File: src/rtl/dmem_uart_dumper.sv
// ---------------------------------------------------------------------------
// dmem_uart_dumper
//
// Reads NUM_WORDS consecutive 32-bit words from data memory over a Wishbone
// read port, starting at BASE_ADDR. Each word goes out on a UART 8N1 line as
// 4 bytes, least significant byte first. The block is muxed onto the DMEM
// port while the core is idle, so the host can dump the results of a run.
//
// Ports:
//   clk_100mhz   : clock
//   i_rst        : asynchronous, active-high reset
//   i_start      : one-cycle dump request (ignored while o_busy=1)
//   o_wb_cyc     : bus cycle active (REQ and WAIT_ACK only)
//   o_wb_stb     : read request (REQ only)
//   o_wb_we      : always 0 (read-only initiator)
//   o_wb_addr    : byte address of the current word
//   o_wb_sel     : always 4'b1111
//   i_wb_ack     : read data valid
//   i_wb_stall   : responder not accepting the request
//   i_wb_data    : read data
//   o_tx         : UART serial out, idles high
//   o_busy       : dump in progress
//   o_done       : one-cycle pulse on successful completion
//   o_err        : sticky ack-timeout flag, cleared by next accepted i_start
//
// Handshake: a request is presented with cyc=1/stb=1 and is accepted on the
// first rising edge where i_wb_stall=0. Only one request is outstanding at a
// time. The ack may arrive in the acceptance cycle itself or any later cycle
// up to ACK_TIMEOUT cycles after acceptance; acks seen at any other time are
// ignored.
// ---------------------------------------------------------------------------
module dmem_uart_dumper #(
    parameter logic [31:0] BASE_ADDR    = 32'd0,
    parameter int          NUM_WORDS    = 11,
    parameter int          CLKS_PER_BIT = 868,
    parameter int          ACK_TIMEOUT  = 255
) (
    input  logic        clk_100mhz,
    input  logic        i_rst,
    input  logic        i_start,
    output logic        o_wb_cyc,
    output logic        o_wb_stb,
    output logic        o_wb_we,
    output logic [31:0] o_wb_addr,
    output logic [3:0]  o_wb_sel,
    input  logic        i_wb_ack,
    input  logic        i_wb_stall,
    input  logic [31:0] i_wb_data,
    output logic        o_tx,
    output logic        o_busy,
    output logic        o_done,
    output logic        o_err
);

    localparam logic [2:0] S_IDLE     = 3'd0;
    localparam logic [2:0] S_REQ      = 3'd1;
    localparam logic [2:0] S_WAIT_ACK = 3'd2;
    localparam logic [2:0] S_LOAD     = 3'd3;
    localparam logic [2:0] S_TX       = 3'd4;
    localparam logic [2:0] S_NEXT     = 3'd5;
    localparam logic [2:0] S_DONE     = 3'd6;

    localparam int                BAUD_W    = (CLKS_PER_BIT > 2) ? $clog2(CLKS_PER_BIT) : 1;
    localparam logic [BAUD_W-1:0] BAUD_LAST = BAUD_W'(CLKS_PER_BIT - 1);
    localparam logic [9:0]        WORD_LAST = 10'(NUM_WORDS - 1);
    localparam logic [7:0]        TMO_LAST  = 8'(ACK_TIMEOUT - 1);

    logic [2:0]        r_state;
    logic [31:0]       r_addr;
    logic [9:0]        r_word_idx;
    logic [1:0]        r_byte_idx;
    logic [3:0]        r_bit_idx;
    logic [BAUD_W-1:0] r_baud;
    logic [7:0]        r_tmo;
    logic [31:0]       r_word;
    logic [9:0]        r_frame;
    logic              r_tx;
    logic              r_err;

    logic [7:0]        w_byte;

    always_comb begin
        w_byte = r_word[7:0];
        case (r_byte_idx)
            2'd0:    w_byte = r_word[7:0];
            2'd1:    w_byte = r_word[15:8];
            2'd2:    w_byte = r_word[23:16];
            default: w_byte = r_word[31:24];
        endcase
    end

    always_ff @(posedge clk_100mhz or posedge i_rst) begin
        if (i_rst) begin
            r_state    <= S_IDLE;
            r_addr     <= BASE_ADDR;
            r_word_idx <= '0;
            r_byte_idx <= '0;
            r_bit_idx  <= '0;
            r_baud     <= '0;
            r_tmo      <= '0;
            r_word     <= '0;
            r_frame    <= '1;
            r_tx       <= 1'b1;
            r_err      <= 1'b0;
        end else begin
            case (r_state)
                S_IDLE: begin
                    if (i_start) begin
                        r_err      <= 1'b0;
                        r_word_idx <= '0;
                        r_byte_idx <= '0;
                        r_addr     <= BASE_ADDR;
                        r_state    <= S_REQ;
                    end
                end

                S_REQ: begin
                    // Timeout counting starts at acceptance; stalled cycles are free.
                    if (!i_wb_stall) begin
                        r_tmo <= '0;
                        if (i_wb_ack) begin
                            r_word  <= i_wb_data;
                            r_state <= S_LOAD;
                        end else begin
                            r_state <= S_WAIT_ACK;
                        end
                    end
                end

                S_WAIT_ACK: begin
                    if (i_wb_ack) begin
                        r_word  <= i_wb_data;
                        r_state <= S_LOAD;
                    end else if (r_tmo == TMO_LAST) begin
                        r_err   <= 1'b1;
                        r_state <= S_IDLE;
                    end else begin
                        r_tmo <= r_tmo + 8'd1;
                    end
                end

                S_LOAD: begin
                    // Frame is sent from bit 0: start, d0..d7, stop.
                    r_frame   <= {1'b1, w_byte, 1'b0};
                    r_bit_idx <= '0;
                    r_baud    <= '0;
                    r_state   <= S_TX;
                end

                S_TX: begin
                    // A new bit is driven whenever the baud counter wraps to 0,
                    // so each bit is held exactly CLKS_PER_BIT cycles.
                    if (r_baud == '0) begin
                        r_tx <= r_frame[r_bit_idx];
                    end
                    if (r_baud == BAUD_LAST) begin
                        r_baud <= '0;
                        if (r_bit_idx == 4'd9) begin
                            if (r_byte_idx != 2'd3) begin
                                r_byte_idx <= r_byte_idx + 2'd1;
                                r_state    <= S_LOAD;
                            end else begin
                                r_state <= S_NEXT;
                            end
                        end else begin
                            r_bit_idx <= r_bit_idx + 4'd1;
                        end
                    end else begin
                        r_baud <= r_baud + BAUD_W'(1);
                    end
                end

                S_NEXT: begin
                    r_byte_idx <= '0;
                    if (r_word_idx == WORD_LAST) begin
                        r_state <= S_DONE;
                    end else begin
                        r_word_idx <= r_word_idx + 10'd1;
                        r_addr     <= r_addr + 32'd4;
                        r_state    <= S_REQ;
                    end
                end

                S_DONE: begin
                    r_state <= S_IDLE;
                end

                default: begin
                    r_state <= S_IDLE;
                end
            endcase
        end
    end

    assign o_wb_cyc  = (r_state == S_REQ) || (r_state == S_WAIT_ACK);
    assign o_wb_stb  = (r_state == S_REQ);
    assign o_wb_we   = 1'b0;
    assign o_wb_sel  = 4'b1111;
    assign o_wb_addr = r_addr;
    assign o_tx      = r_tx;
    assign o_busy    = (r_state != S_IDLE) && (r_state != S_DONE);
    assign o_done    = (r_state == S_DONE);
    assign o_err     = r_err;

endmodule

File: config.mk
export PLATFORM = sky130hd
export DESIGN_NAME = dmem_uart_dumper
export DESIGN_NICKNAME = d
export VERILOG_FILES = /design/src/rtl/dmem_uart_dumper.sv
export SDC_FILE = /design/constraint.sdc
export NUM_CORES = 1
export LEC_CHECK = 0
export ABC_AREA = 0
export CELL_PAD_IN_SITES_DETAIL_PLACEMENT = 1
export CELL_PAD_IN_SITES_GLOBAL_PLACEMENT = 2
export CORE_ASPECT_RATIO = 0.75
export CORE_MARGIN = 8
export CORE_UTILIZATION = 30
export CTS_CLUSTER_DIAMETER = 200
export DETAILED_ROUTE_END_ITERATION = 10
export DONT_BUFFER_PORTS = 1
export PLACE_DENSITY_LB_ADDON = 0.2
export SLEW_MARGIN = 20
export SYNTH_ARGS = -nofsm -noshare
export SYNTH_HDL_FRONTEND = slang
export SYNTH_SLANG_ARGS = --single-unit
File: constraint.sdc
create_clock -name clk_100mhz -period 4.9 [get_ports clk_100mhz]
set_clock_uncertainty 0.15 [all_clocks]
set_input_delay 1.225 -clock clk_100mhz [delete_from_list [all_inputs] [get_ports clk_100mhz]]
set_output_delay 1.225 -clock clk_100mhz [all_outputs]
set_load 0.01 [all_outputs]
==> flow_summary.ini <==
[outcome]
status = complete, no violations

[finish]
fill_cells = 2092
areaGrowthSynthToFinish_pct = 10.4
multi_input_area_mm2 = 0.00271
layout-drive-gt1-share = 0.137
instances_no_fill = 803
nets = 600
area.sequential_mm2 = 0.00277

[timing]
rsz0062_at_grt = no
setup_viol_count_final = 0
hold_viol = 0
clock.fmax_mhz = 315
setup_ws_ps = 1730
drv_slew = 0
fin_crit_sh = 0.647
max_slew_margin = 0.365
finalSetupTns_ps = 0
worst_pin_slew_ps = 953
finalCriticalPeriod_ps = 3170

[global_route]
grt_usage = 0.131
grt_pass1_vias = 4433
grt_max_degree = 77
grt-ovfl-total = 0
antenna_found_initial = 6
grt_first_pass_wirelength_mm = 24.6

[critical_path]
critical_path.max_fanout = 22
setup.worst_path.end_class = output pin
arrival_ps = 1800
r2r_end = o_wb_addr[28]
crit_type = flip-flop to output pin
worst_r2r_path_depth = 5
critPathLaunchType = flip-flop
r2r_setup_slack_ps = 2050
cp.required_ps = 3520
r2r-start = r_state[2]

[synth]
ys_ff_latch = 110
synth_most_common_cell = dfrtp_1
synth.top_cells.by_area = dfrtp_1 (44%), mux2_2 (6.6%), dfstp_2 (4.7%), xor2_1 (4.2%), o21ai_0 (3.7%)
syn_area_mm2 = 0.00565
synth.top_cells.by_count = dfrtp_1 (100), nor2_1 (50), nand2_1 (48)
synth-async-reset-ratio = 1.00
yosysWarnings = 0
synth_ff_type = dfrtp_1
synth_top_area_frac = 0.443
seq_area_frac_synth = 0.490
synthDistinctLibCells = 59
syn_area_per_cell_um2 = 10.1
synth_edf_count = 0
yosysTopAreaCell = dfrtp_1
synthCells = 558

[die]
die_area_mm2 = 0.0235
chipHeight_um = 135
die_w_um = 174
ios = 80
start_util = 0.306
design.core.area_mm2 = 0.0185
rows = 43

[place]
portBuffers = 0
place_inst = 786
dp_slack_ps = 1570
place_congestion = 0.724
dp_hpwl_mm = 10.7

[clock_network]
cts_max_path_buffers = 2
clk_latency_ps = 360
cts_tree = done
postCtsSetupBuffers = 0
cts_max_level = 3
root_buffer = clkbuf_16
cts_num_sinks = 110
cts-buffers-inserted = 9
clk_pin_slew_ps = 70
postCtsResizedCells = 0
cts_hold_buf = 0

[pwr]
p_per_area_mw_per_mm2 = 464
p_leak_nw = 2.67
power_frac_clock = 0.303
p_int_mw = 1.95
ir_drop_v = 0.000219
comb_power_share = 0.242
power_frac_seq = 0.455
swShare = 0.328
switching_power_mw = 0.949

[hold_path]
min_to = r_frame[7]
hp-start = r_frame[7]
hold_class = flip-flop to flip-flop
hold_depth = 2

[route]
antenna_left = 0
drt_wl_total_mm = 14.8
drc = 0
wl_per_cell_um = 18.4
via_per_inst = 5.23
first_pass_iters = 4
dr.first_iter.drc_count = 219
num_vias = 4202

[run]
max_cap_violations = 0
worst max-delay path: stages (launching register included):
cell and delay, ps:
dfrtp_1 620, nand2b_1 330, o21ai_0 490
power groups by stage:
stage          registers, mW  logic, mW  clock network, mW
2_1_floorplan           1.24      0.599                  0
3_3_place_gp            1.33      0.693                  0
3_5_place_dp            1.34      0.712                  0
4_1_cts                 1.32      0.718              0.907
5_1_grt                 1.35      0.800              0.933
6_report                1.32      0.701              0.877
flip-flops by register name, summed over array words and instances, names as in the netlist:
register and count:
o_wb_addr 30, r_state 3, r_frame 9, r_word_idx 10, r_baud 10, r_byte_idx 2, r_bit_idx 4, o_tx 1
o_err 1, r_word 32, r_tmo 8
how the worst max path moves through the flow:
stage | startpoint | to | slack [ps] | cells after the start
6_report | r_state[2] | o_wb_cyc | 1730 | 2
5_1_grt | r_state[2] | o_wb_cyc | 1590 | 2
4_1_cts | r_state[2] | o_wb_cyc | 1690 | 2
3_5_place_dp | i_start | o_wb_addr[28] | 1570 | 5
3_3_place_gp | i_start | o_wb_addr[28] | 1650 | 5
2_1_floorplan | i_rst | o_err | 640 | 1
kinds of logic after synthesis:
kind of cell / after synthesis / share of synthesized area
buffers and inverters: 44 / 0.0339
muxes: 37 / 0.0773
adders and majority gates: 13 / 0.0288
xor gates and xnor gates: 31 / 0.0481
DFF: 110 / 0.490
other: 2 / 0.00133
and+or+nand+nor: 214 / 0.200
AOI/OAI and AO/OA: 107 / 0.121
per-layer routing:
metal / up-vias / GRT usage / part of all wire
li1: 1988 / - / -
met3: 23 / 0.0653 / 0.090
met2: 72 / 0.195 / 0.43
met5: - / 0 / 0.0042
met4: 12 / 0.0407 / 0.013
met1: 2107 / 0.163 / 0.46
per-stage QoR:
step / util / area (µm²) / hold slack (ps) / power (mW)
6_report: 0.338 / 6230 / 332 / 2.89
5_1_grt: 0.338 / 6230 / 352 / 3.09
4_1_cts: 0.338 / 6230 / 334 / 2.95
3_5_place_dp: 0.319 / 5880 / 322 / 2.05
3_3_place_gp: 0.319 / 5880 / 315 / 2.02
2_1_floorplan: - / 5660 / 305 / 1.84
cells in the final DEF (no fill, tap or decap), types with 5 or more instances in the layout:
| cell type | count |
|---|---|
| a21oi_1 | 28 |
| a222oi_1 | 8 |
| and2_1 | 7 |
| and3_1 | 14 |
| and4_1 | 5 |
| buf_4 | 5 |
| clkbuf_16 | 9 |
| conb_1 | 7 |
| dfrtp_1 | 100 |
| dfstp_2 | 10 |
| ha_1 | 13 |
| inv_1 | 14 |
| mux2_2 | 33 |
| nand2_1 | 48 |
| nand2b_1 | 9 |
| nand3_1 | 26 |
| nand4_1 | 17 |
| nor2_1 | 50 |
| o21ai_0 | 42 |
| or3_1 | 11 |
| xor2_1 | 27 |
layout make-up:
class                   instances  area share
flip-flops and latches        110       0.444
multi-input cells             409       0.434
well taps                     247      0.0496
clock buffers                   9      0.0361
clock inverters                 7      0.0207
inverters                      15     0.00943
repair buffers                  5     0.00602
diodes                          1    0.000401
(Power assumes the default switching activity.)
